File: src/rtl/ex_mem_stage_reg.sv
// ex_mem_stage_reg: LC-3b EX/MEM pipeline register with hold/bubble/flush control and a hold watchdog.
// Defining EX_MEM_STATS_EN adds the stat_hold_cycles/stat_bubbles counters.
module ex_mem_stage_reg #(
  parameter int CTRL_W   = 32,
  parameter int MAX_HOLD = 64
) (
  input  logic              clk,
  input  logic              rst_n,
  input  logic              valid_in,
  input  logic [15:0]       pc_in,
  input  logic [15:0]       ir_in,
  input  logic [15:0]       alu_in,
  input  logic [2:0]        dest_in,
  input  logic [CTRL_W-1:0] ctrl_in,
  input  logic              stall_n,
  input  logic              bubble,
  input  logic              flush,
  output logic              valid_out,
  output logic [15:0]       pc_out,
  output logic [15:0]       ir_out,
  output logic [15:0]       alu_out,
  output logic [2:0]        mem_dest,
  output logic [CTRL_W-1:0] mem_control,
  output logic              hold_active,
  output logic              hold_timeout
`ifdef EX_MEM_STATS_EN
  ,
  output logic [31:0]       stat_hold_cycles,
  output logic [31:0]       stat_bubbles
`endif
);
  typedef enum logic [1:0] {RUN, HOLD, BUBBLE} state_t;
  localparam logic [7:0] MAX = 8'(MAX_HOLD);
  state_t state;
  logic [7:0] hold_cnt;
  logic kill;
  assign kill = flush | bubble;
  assign hold_active = (state == HOLD);
  // flush outranks a stall, so it shares the load path with a forced NOP
  always_ff @(posedge clk) begin
    if (!rst_n) begin
      valid_out    <= 1'b0;
      pc_out       <= '0;
      ir_out       <= '0;
      alu_out      <= '0;
      mem_dest     <= '0;
      mem_control  <= '0;
      hold_timeout <= 1'b0;
      hold_cnt     <= '0;
      state        <= RUN;
    end else if (stall_n || flush) begin
      valid_out    <= valid_in & ~kill;
      pc_out       <= kill ? '0 : pc_in;
      ir_out       <= kill ? '0 : ir_in;
      alu_out      <= kill ? '0 : alu_in;
      mem_dest     <= kill ? '0 : dest_in;
      mem_control  <= (kill || !valid_in) ? '0 : ctrl_in;
      hold_timeout <= hold_timeout & ~flush;
      hold_cnt     <= '0;
      state        <= (!flush && bubble) ? BUBBLE : RUN;
    end else begin
      hold_cnt     <= (hold_cnt >= MAX) ? hold_cnt : hold_cnt + 8'd1;
      hold_timeout <= hold_timeout | (hold_cnt >= MAX - 8'd1);
      state        <= HOLD;
    end
  end
`ifdef EX_MEM_STATS_EN
  always_ff @(posedge clk) begin
    if (!rst_n) begin
      stat_hold_cycles <= '0;
      stat_bubbles     <= '0;
    end else begin
      stat_hold_cycles <= stat_hold_cycles + {31'd0, !flush && !stall_n};
      stat_bubbles     <= stat_bubbles + {31'd0, !flush && stall_n && bubble};
    end
  end
`endif
endmodule
File: config.mk
export PLATFORM = sky130hd
export DESIGN_NAME = ex_mem_stage_reg
export DESIGN_NICKNAME = d
export VERILOG_FILES = /design/src/rtl/ex_mem_stage_reg.sv
export SDC_FILE = /design/constraint.sdc
export NUM_CORES = 1
export LEC_CHECK = 0
export BUFFER_PORTS_ARGS = -buffer_cell sky130_fd_sc_hd__buf_4
export CORE_MARGIN = 2
export CORE_UTILIZATION = 39
export CTS_CLUSTER_SIZE = 10
export DETAILED_ROUTE_END_ITERATION = 8
export GPL_ROUTABILITY_DRIVEN = 0
export HOLD_SLACK_MARGIN = 0.1
export PLACE_DENSITY = 0.75
export SYNTH_ARGS = -nofsm -noshare
export SYNTH_HDL_FRONTEND = slang
export SYNTH_SLANG_ARGS = --single-unit
File: constraint.sdc
create_clock -name clk -period 1.55 [get_ports clk]
set_clock_uncertainty 0.1 [all_clocks]
set_input_delay 0.2325 -clock clk [delete_from_list [all_inputs] [get_ports clk]]
set_output_delay 0.2325 -clock clk [all_outputs]
set_load 0.02 [all_outputs]
==> flow_metrics.env, run 1 <==
export IMPL_io_pins=175
export IMPL_die_h_microns=92.11
export IMPL_cts_buffers=9
export IMPL_fin_crit_sh_pct=96.93
export IMPL_tritoncts="yes"
export IMPL_portBuffers=174
export IMPL_hold_class="input pin to flop"
export IMPL_finalSetupViolations=0
export IMPL_powerDensity_nw_per_um2=876.0
export IMPL_cp_max_fo=2
export IMPL_design_area_sq_um=5515
export IMPL_ant_nets=0
export IMPL_ir_drop_v=0.0004352
export IMPL_grt_pass1_wl_mm=15.37
export IMPL_antenna_found_initial=0
export IMPL_ys_types=26
export IMPL_die_area_sq_um=8484
export IMPL_slew_viol_final=0
export IMPL_ys_seq_area_share_pct=62.81
export IMPL_drtPass1Iterations=4
export IMPL_clock_sinks=95
export IMPL_synth_seq_cells=95
export IMPL_final_common_cell="buf_4"
export IMPL_synthCells=236
export IMPL_finalCriticalPeriod_ns=1.502
export IMPL_syn2layout_area_growth_pct=82.15
export IMPL_clk_path_buf_depth=2
export IMPL_vias=2984
export IMPL_final_nets=587
export IMPL_wirelength_mm=9.756
export IMPL_layout_common_cells="179 x buf_4, 93 x dfxtp_1, 87 x dlygate4sd3_1"
export IMPL_tightest_slew_ns=0.2421
export IMPL_power_total_mw=4.831
export IMPL_core_sq_um=7607
export IMPL_num_rows=32
export IMPL_grt_max_degree=52
export IMPL_crit_required_ns=1.73
export IMPL_cts_root_buf="clkbuf_8"
export IMPL_layout_drive_gt1_share_pct=40.24
export IMPL_yosys_warnings=0
export IMPL_numPlacedInstances=500
export IMPL_max_freq_mhz=665.6
export IMPL_grt_pass1_vias=3134
export IMPL_h_tree_depth=3
export IMPL_grt_use_total_pct=23.27
export IMPL_instances_no_fill=604
export IMPL_outcome="complete, no violations"
export IMPL_setup_slack_ns=0.04761
export IMPL_hpwl_mm=5.421
export IMPL_worstPathArrival_ns=1.68
export IMPL_wl_per_cell_microns=16.15
export IMPL_setup_tns_final_ns=0
export IMPL_drc=0
export IMPL_placed_area_sq_um=4418
export IMPL_syn_num_nets=326
export IMPL_cp_end_kind="flop"
export IMPL_viasPerCell=4.940
export IMPL_slew_headroom_pct=83.86
export IMPL_clk_pin_slew_ns=0.08
export IMPL_gr_total_overflow=0
export IMPL_die_w_microns=92.11
export IMPL_n_antenna_cell=0
export IMPL_worstSetupPathType="flop to flop"
export IMPL_drtIter0Drc=152
export IMPL_final_hold_viol_count=0
export IMPL_cp_start_kind="flop"
export IMPL_initial_core_util_pct=39.80
export IMPL_max_cap_viol_count=0
export IMPL_insertion_delay_ns=0.34
export IMPL_dp_slack_ns=0.03497
export IMPL_synth_avg_cell_area_sq_um=12.83
export IMPL_synth_area_sq_um=3028
export IMPL_leakagePower_nw=2.527
-- final timing paths --
check                    from      endpoint  slack (ns)  depth (start not counted)
setup / recovery  hold_cnt[1]   hold_cnt[4]        0.05                          4
hold / removal        stall_n  hold_timeout        0.16                          3
setup reg to reg  hold_cnt[1]   hold_cnt[4]        0.05                          4
hold reg to reg     valid_out     valid_out        0.38                          1
-- report_power, final --
group / internal, mW / total, mW / switching [mW]
registers: 2.48 / 2.50 / 0.0232
clock network: 0.910 / 1.75 / 0.838
logic: 0.372 / 0.580 / 0.208
-- synthesized netlist by cell type --
library cell	instances	area, sq um
nand2_1	3	11.26
or3_1	3	18.77
and2_1	2	12.51
a21o_1	1	7.510
a22o_1	83	727.0
xnor2_1	2	17.52
clkbuf_1	5	18.77
and4bb_1	1	12.51
o21ai_0	5	25.02
buf_6	8	90.09
nor2b_1	1	6.260
o21a_1	1	7.510
buf_8	1	15.01
nor2_1	3	11.26
or3b_1	2	17.52
inv_1	1	3.750
dfxtp_1	95	1902
a21oi_1	4	20.02
nand3_1	1	5.000
inv_6	1	8.760
ha_1	1	12.51
nand2b_1	1	6.260
buf_2	6	30.03
nor3_1	2	10.01
nand4bb_1	1	11.26
and4b_1	2	20.02
-- cell type report --
type | count | area, sq um
clock buffers | 11 | 131.4
clock inverters | 5 | 82.58
fillers | 536 | 2092
inverters | 2 | 12.51
multi-input cells | 119 | 962.2
flip-flops and latches | 95 | 1904
well taps | 102 | 127.6
repair buffers | 270 | 2295
-- repair_timing --
action,4_1_cts,5_1_grt
setup endpoints to repair,0,2
buffers inserted,0,1
gates resized for setup,0,4
hold endpoints to repair,85,0
hold buffers,87,0
-- cell families (layout without fill, tap and decap cells) --
family | count (synthesis) | in the layout | synth area share [%]
xor+xnor | 2 | 2 | 0.5786
buf+inv | 22 | 288 | 5.496
flops | 95 | 95 | 62.81
compound gates | 94 | 94 | 25.99
simple gates | 22 | 22 | 4.711
fa+ha+maj | 1 | 1 | 0.4132
-- layer usage --
| metal | GRT usage, % | up-vias | share of wire [%] |
|---|---|---|---|
| met3 | 6.081 | 17 | 5.7 |
| met5 | 0 | - | 0 |
| li1 | - | 1411 | - |
| met4 | 9.453 | 0 | 2.1 |
| met2 | 42.52 | 120 | 53 |
| met1 | 25.48 | 1436 | 39 |
-- metrics by stage --
step | util (%) | hold WS [ns]
finish | 72.50 | 0.1555
global route | 72.50 | 0.1479
CTS | 72.34 | 0.1307
detailed placement | 58.08 | 0.3402
global placement | 58.08 | 0.3359
floorplan | - | 0.2580
-- worst max-delay path, stage by stage, from the launching register on --
cell	delay, ns
dfxtp_2	0.35
ha_2	0.19
or3b_1	0.36
or3_1	0.32
a21oi_1	0.12
-- state kept, by name (all words and copies together), names as in the netlist --
signal	cells
alu_out	16
hold_cnt	8
hold_timeout	1
ir_out	16
mem_control	32
mem_dest	3
pc_out	16
state	2
valid_out	1
(Power assumes the default switching activity.)
==> run 2, diff against run 1 <==
--- a/config.mk
+++ b/config.mk
@@ -5,14 +5,15 @@
 export SDC_FILE = /design/constraint.sdc
 export NUM_CORES = 1
 export LEC_CHECK = 0
+export ABC_AREA = 1
 export BUFFER_PORTS_ARGS = -buffer_cell sky130_fd_sc_hd__buf_4
 export CORE_MARGIN = 2
-export CORE_UTILIZATION = 39
+export CORE_UTILIZATION = 40
 export CTS_CLUSTER_SIZE = 10
 export DETAILED_ROUTE_END_ITERATION = 8
 export GPL_ROUTABILITY_DRIVEN = 0
 export HOLD_SLACK_MARGIN = 0.1
-export PLACE_DENSITY = 0.75
+export PLACE_DENSITY = 0.72
 export SYNTH_ARGS = -nofsm -noshare
 export SYNTH_HDL_FRONTEND = slang
 export SYNTH_SLANG_ARGS = --single-unit
==> constraint.sdc (replaced) <==
create_clock -name clk -period 1.8 [get_ports clk]
set_clock_uncertainty 0.1 [all_clocks]
set_input_delay 0.27 -clock clk [delete_from_list [all_inputs] [get_ports clk]]
set_output_delay 0.27 -clock clk [all_outputs]
set_load 0.02 [all_outputs]
==> run 2 against run 1 <==
Compared with the run above:
- wire length rose by 5.3%
- synthesized cell count grew 78%
- clock-buffer cell count down 1
- sequential share of layout area fell by 2.1 points
- critical endpoint is now ir_out[11]
- power down 11%
- utilization decreased by 1.2 points
- non-clock buffer count shrank 6
- design area up 6.2%
- first-iteration DRC count is 8.6% lower
==> flow_metrics.env, run 2 <==
export IMPL_outcome="complete, no violations"
export IMPL_gr_total_overflow=0
export IMPL_fillers=609
export IMPL_synth_seq_cells=95
export IMPL_r2r_slack_ns=0.42
export IMPL_finalCriticalPeriod_ns=1.586
export IMPL_core_sq_um=8217
export IMPL_pwr_share_comb_pct=13.8
export IMPL_synth_main_ff_cell="dfxtp_1"
export IMPL_clk_pin_slew_ns=0.09
export IMPL_worstPathArrival_ns=1.75
export IMPL_crit_family="buffers and inverters"
export IMPL_antenna_found_initial=0
export IMPL_wirelength_met1_mm=4.101
export IMPL_synth_area_sq_um=3392
export IMPL_tritoncts="yes"
export IMPL_power_frac_clock_pct=35.6
export IMPL_largest_reg_flops=32
export IMPL_top_layer="met4"
export IMPL_layout_common_cells="178 x buf_4, 137 x nand2_1, 95 x dfxtp_1"
export IMPL_yosys_warnings=0
export IMPL_fin_crit_sh_pct=88.11
export IMPL_powerDensity_nw_per_um2=731.6
export IMPL_max_cap_viol_count=0
export IMPL_drtIter0Drc=139
export IMPL_insertion_delay_ns=0.34
export IMPL_synth_most_common_cell="nand2_1"
export IMPL_initial_core_util_pct=41.28
export IMPL_cp_max_fo=29
export IMPL_final_nets=763
export IMPL_cp_start_kind="input pin"
export IMPL_finalSetupViolations=0
export IMPL_cp_num_buf_inv=3
export IMPL_syn_num_nets=510
export IMPL_hpwl_mm=6.136
export IMPL_hold_class="input pin to flop"
export IMPL_portBuffers=174
export IMPL_crit_required_ns=1.96
export IMPL_synth_edf_count=0
export IMPL_crit_chain="dlygate4sd3_1, buf_4, nor2_4, buf_4, nand2_1, o21ai_0"
export IMPL_grt_max_degree=53
export IMPL_synth_avg_cell_area_sq_um=8.076
export IMPL_cp_end_kind="flop"
export IMPL_clk_path_buf_depth=2
export IMPL_cp_depth=6
export IMPL_async_reset_ff_share_pct=0
export IMPL_synth_top_area_share_pct=56.07
export IMPL_rr_worst_depth=6
export IMPL_grt_pass1_wl_mm=15.64
export IMPL_multi_input_area_sq_um=1205
export IMPL_hold_depth=3
export IMPL_cts_root_buf="clkbuf_8"
export IMPL_internal_power_mw=3.296
export IMPL_ys_types=23
export IMPL_seqPwrFrac_pct=50.6
export IMPL_route_met3_wl_microns=774
export IMPL_die_h_microns=96.09
export IMPL_h_tree_depth=3
export IMPL_wl_per_cell_microns=13.14
export IMPL_grt_use_total_pct=21.66
export IMPL_critPathSlowestCell="dlygate4sd3_1"
export IMPL_max_stage_delay_ns=0.54
export IMPL_layout_drive_gt1_share_pct=32.79
export IMPL_num_rows=33
export IMPL_final_core_util_pct=71.31
export IMPL_p_sw_uw=991.2
export IMPL_drc=0
export IMPL_max_freq_mhz=630.6
export IMPL_vias=3597
export IMPL_ir_drop_v=0.0004645
export IMPL_ys_seq_area_share_pct=56.07
export IMPL_die_area_sq_um=9232
export IMPL_n_antenna_cell=0
export IMPL_routed_wl_met2_mm=4.968
export IMPL_wirelength_mm=10.27
export IMPL_ant_nets=0
export IMPL_synthCells=420
export IMPL_p_sw_share_pct=23.12
export IMPL_regMostFlops="mem_control"
export IMPL_crit_top_cell="buf_4"
export IMPL_leakagePower_nw=2.699
export IMPL_drtPass1Iterations=4
export IMPL_yosys_area_top_type="dfxtp_1"
export IMPL_viasPerCell=4.600
export IMPL_worstSetupPathType="input pin to flop"
export IMPL_seqCellArea_sq_um=1902
export IMPL_setup_tns_final_ns=0
export IMPL_clock_sinks=95
export IMPL_final_common_cell="buf_4"
export IMPL_syn2layout_area_growth_pct=72.74
export IMPL_synth_commonest_cells="137 x nand2_1, 95 x dfxtp_1, 48 x o21ai_0"
export IMPL_cts_buffers=9
export IMPL_slew_viol_final=0
export IMPL_rsz0062_at_grt="no"
export IMPL_io_pins=175
export IMPL_tightest_slew_ns=0.3800
export IMPL_final_hold_viol_count=0
export IMPL_synthTopCellsByArea="dfxtp_1 56%, nand2_1 15%, o21ai_0 7.1%, inv_1 4.6%, o21ai_1 4.1%"
export IMPL_grt_pass1_vias=3481
export IMPL_slew_headroom_pct=74.57
export IMPL_die_w_microns=96.09
[run 2: changes by cell type after synthesis, sizes merged, moves of 3 or more]
cell / previous run / this run
or3: 3 / 0
inv: 2 / 43
nor2: 3 / 11
o21ai: 5 / 87
nand3: 1 / 4
a22o: 83 / 0
nand2: 3 / 148
buf: 15 / 18
[run 2: logic make-up (layout without fill, tap and decap cells)]
family / count (synthesis) / after routing / synth area share [%]
AND/OR/NAND/NOR: 165 / 165 / 19.77
flip-flops: 95 / 95 / 56.07
AO/OA/AOI/OAI: 94 / 94 / 15.16
buffers and inverters: 65 / 322 / 8.631
adder cells (fa/ha/maj): 1 / 1 / 0.3688
[run 2: routing by layer]
metal / GRT usage [%] / up-vias
met5: 0 / -
met2: 35.82 / 158
li1: - / 1816
met4: 12.74 / 0
met1: 24.87 / 1579
met3: 6.108 / 44
[run 2: path summary, 6_finish.rpt]
check | startpoint | end
setup / recovery | bubble | ir_out[11]
hold / removal | ir_in[3] | ir_out[3]
setup reg to reg | hold_cnt[7] | hold_cnt[5]
hold reg to reg | valid_out | valid_out
[run 2: power groups by stage]
stage | logic, mW | registers [mW] | clock network [mW]
after global placement | 0.431 | 2.22 | 0
after CTS | 0.581 | 2.17 | 1.56
after floorplan | 0.127 | 2.27 | 0
after detailed placement | 0.437 | 2.22 | 0
after global routing | 0.634 | 2.18 | 1.65
final | 0.590 | 2.17 | 1.53
[run 2: worst register-to-register path: stages (launching register included)]
cell and delay, ns:
dfxtp_1 0.33, nor2_1 0.32, nand2_1 0.13, nor2_1 0.20, nand3_1 0.10, nand2_1 0.07, nor2_1 0.03
[run 2: what timing repair did]
item | 4_1_cts | 5_1_grt
setup buffers | 0 | 0
gates resized for setup | 0 | 0
hold buffers | 82 | 0
endpoints found under the hold margin | 82 | 0
[run 2: stage by stage]
step	setup WS (ns)	cell area, sq um	std cells	total power, mW	hold slack, ns
6_report	0.2141	5859	782	4.287	0.1208
3_3_place_gp	0.3893	4818	685	2.648	0.3298
3_5_place_dp	0.3502	4818	685	2.655	0.3380
2_1_floorplan	0.6065	3392	420	2.394	0.2958
5_1_grt	0.1565	5859	782	4.466	0.1432
4_1_cts	0.2717	5859	782	4.314	0.1118
[run 2: layout make-up]
| cell class | instances | area share, % |
|---|---|---|
| multi-input combinational | 260 | 20.56 |
| timing repair buffer | 264 | 38.18 |
| clock inverter | 5 | 1.409 |
| tap | 105 | 2.242 |
| clock buffer | 10 | 2.349 |
| inverter | 43 | 2.797 |
| sequential | 95 | 32.46 |
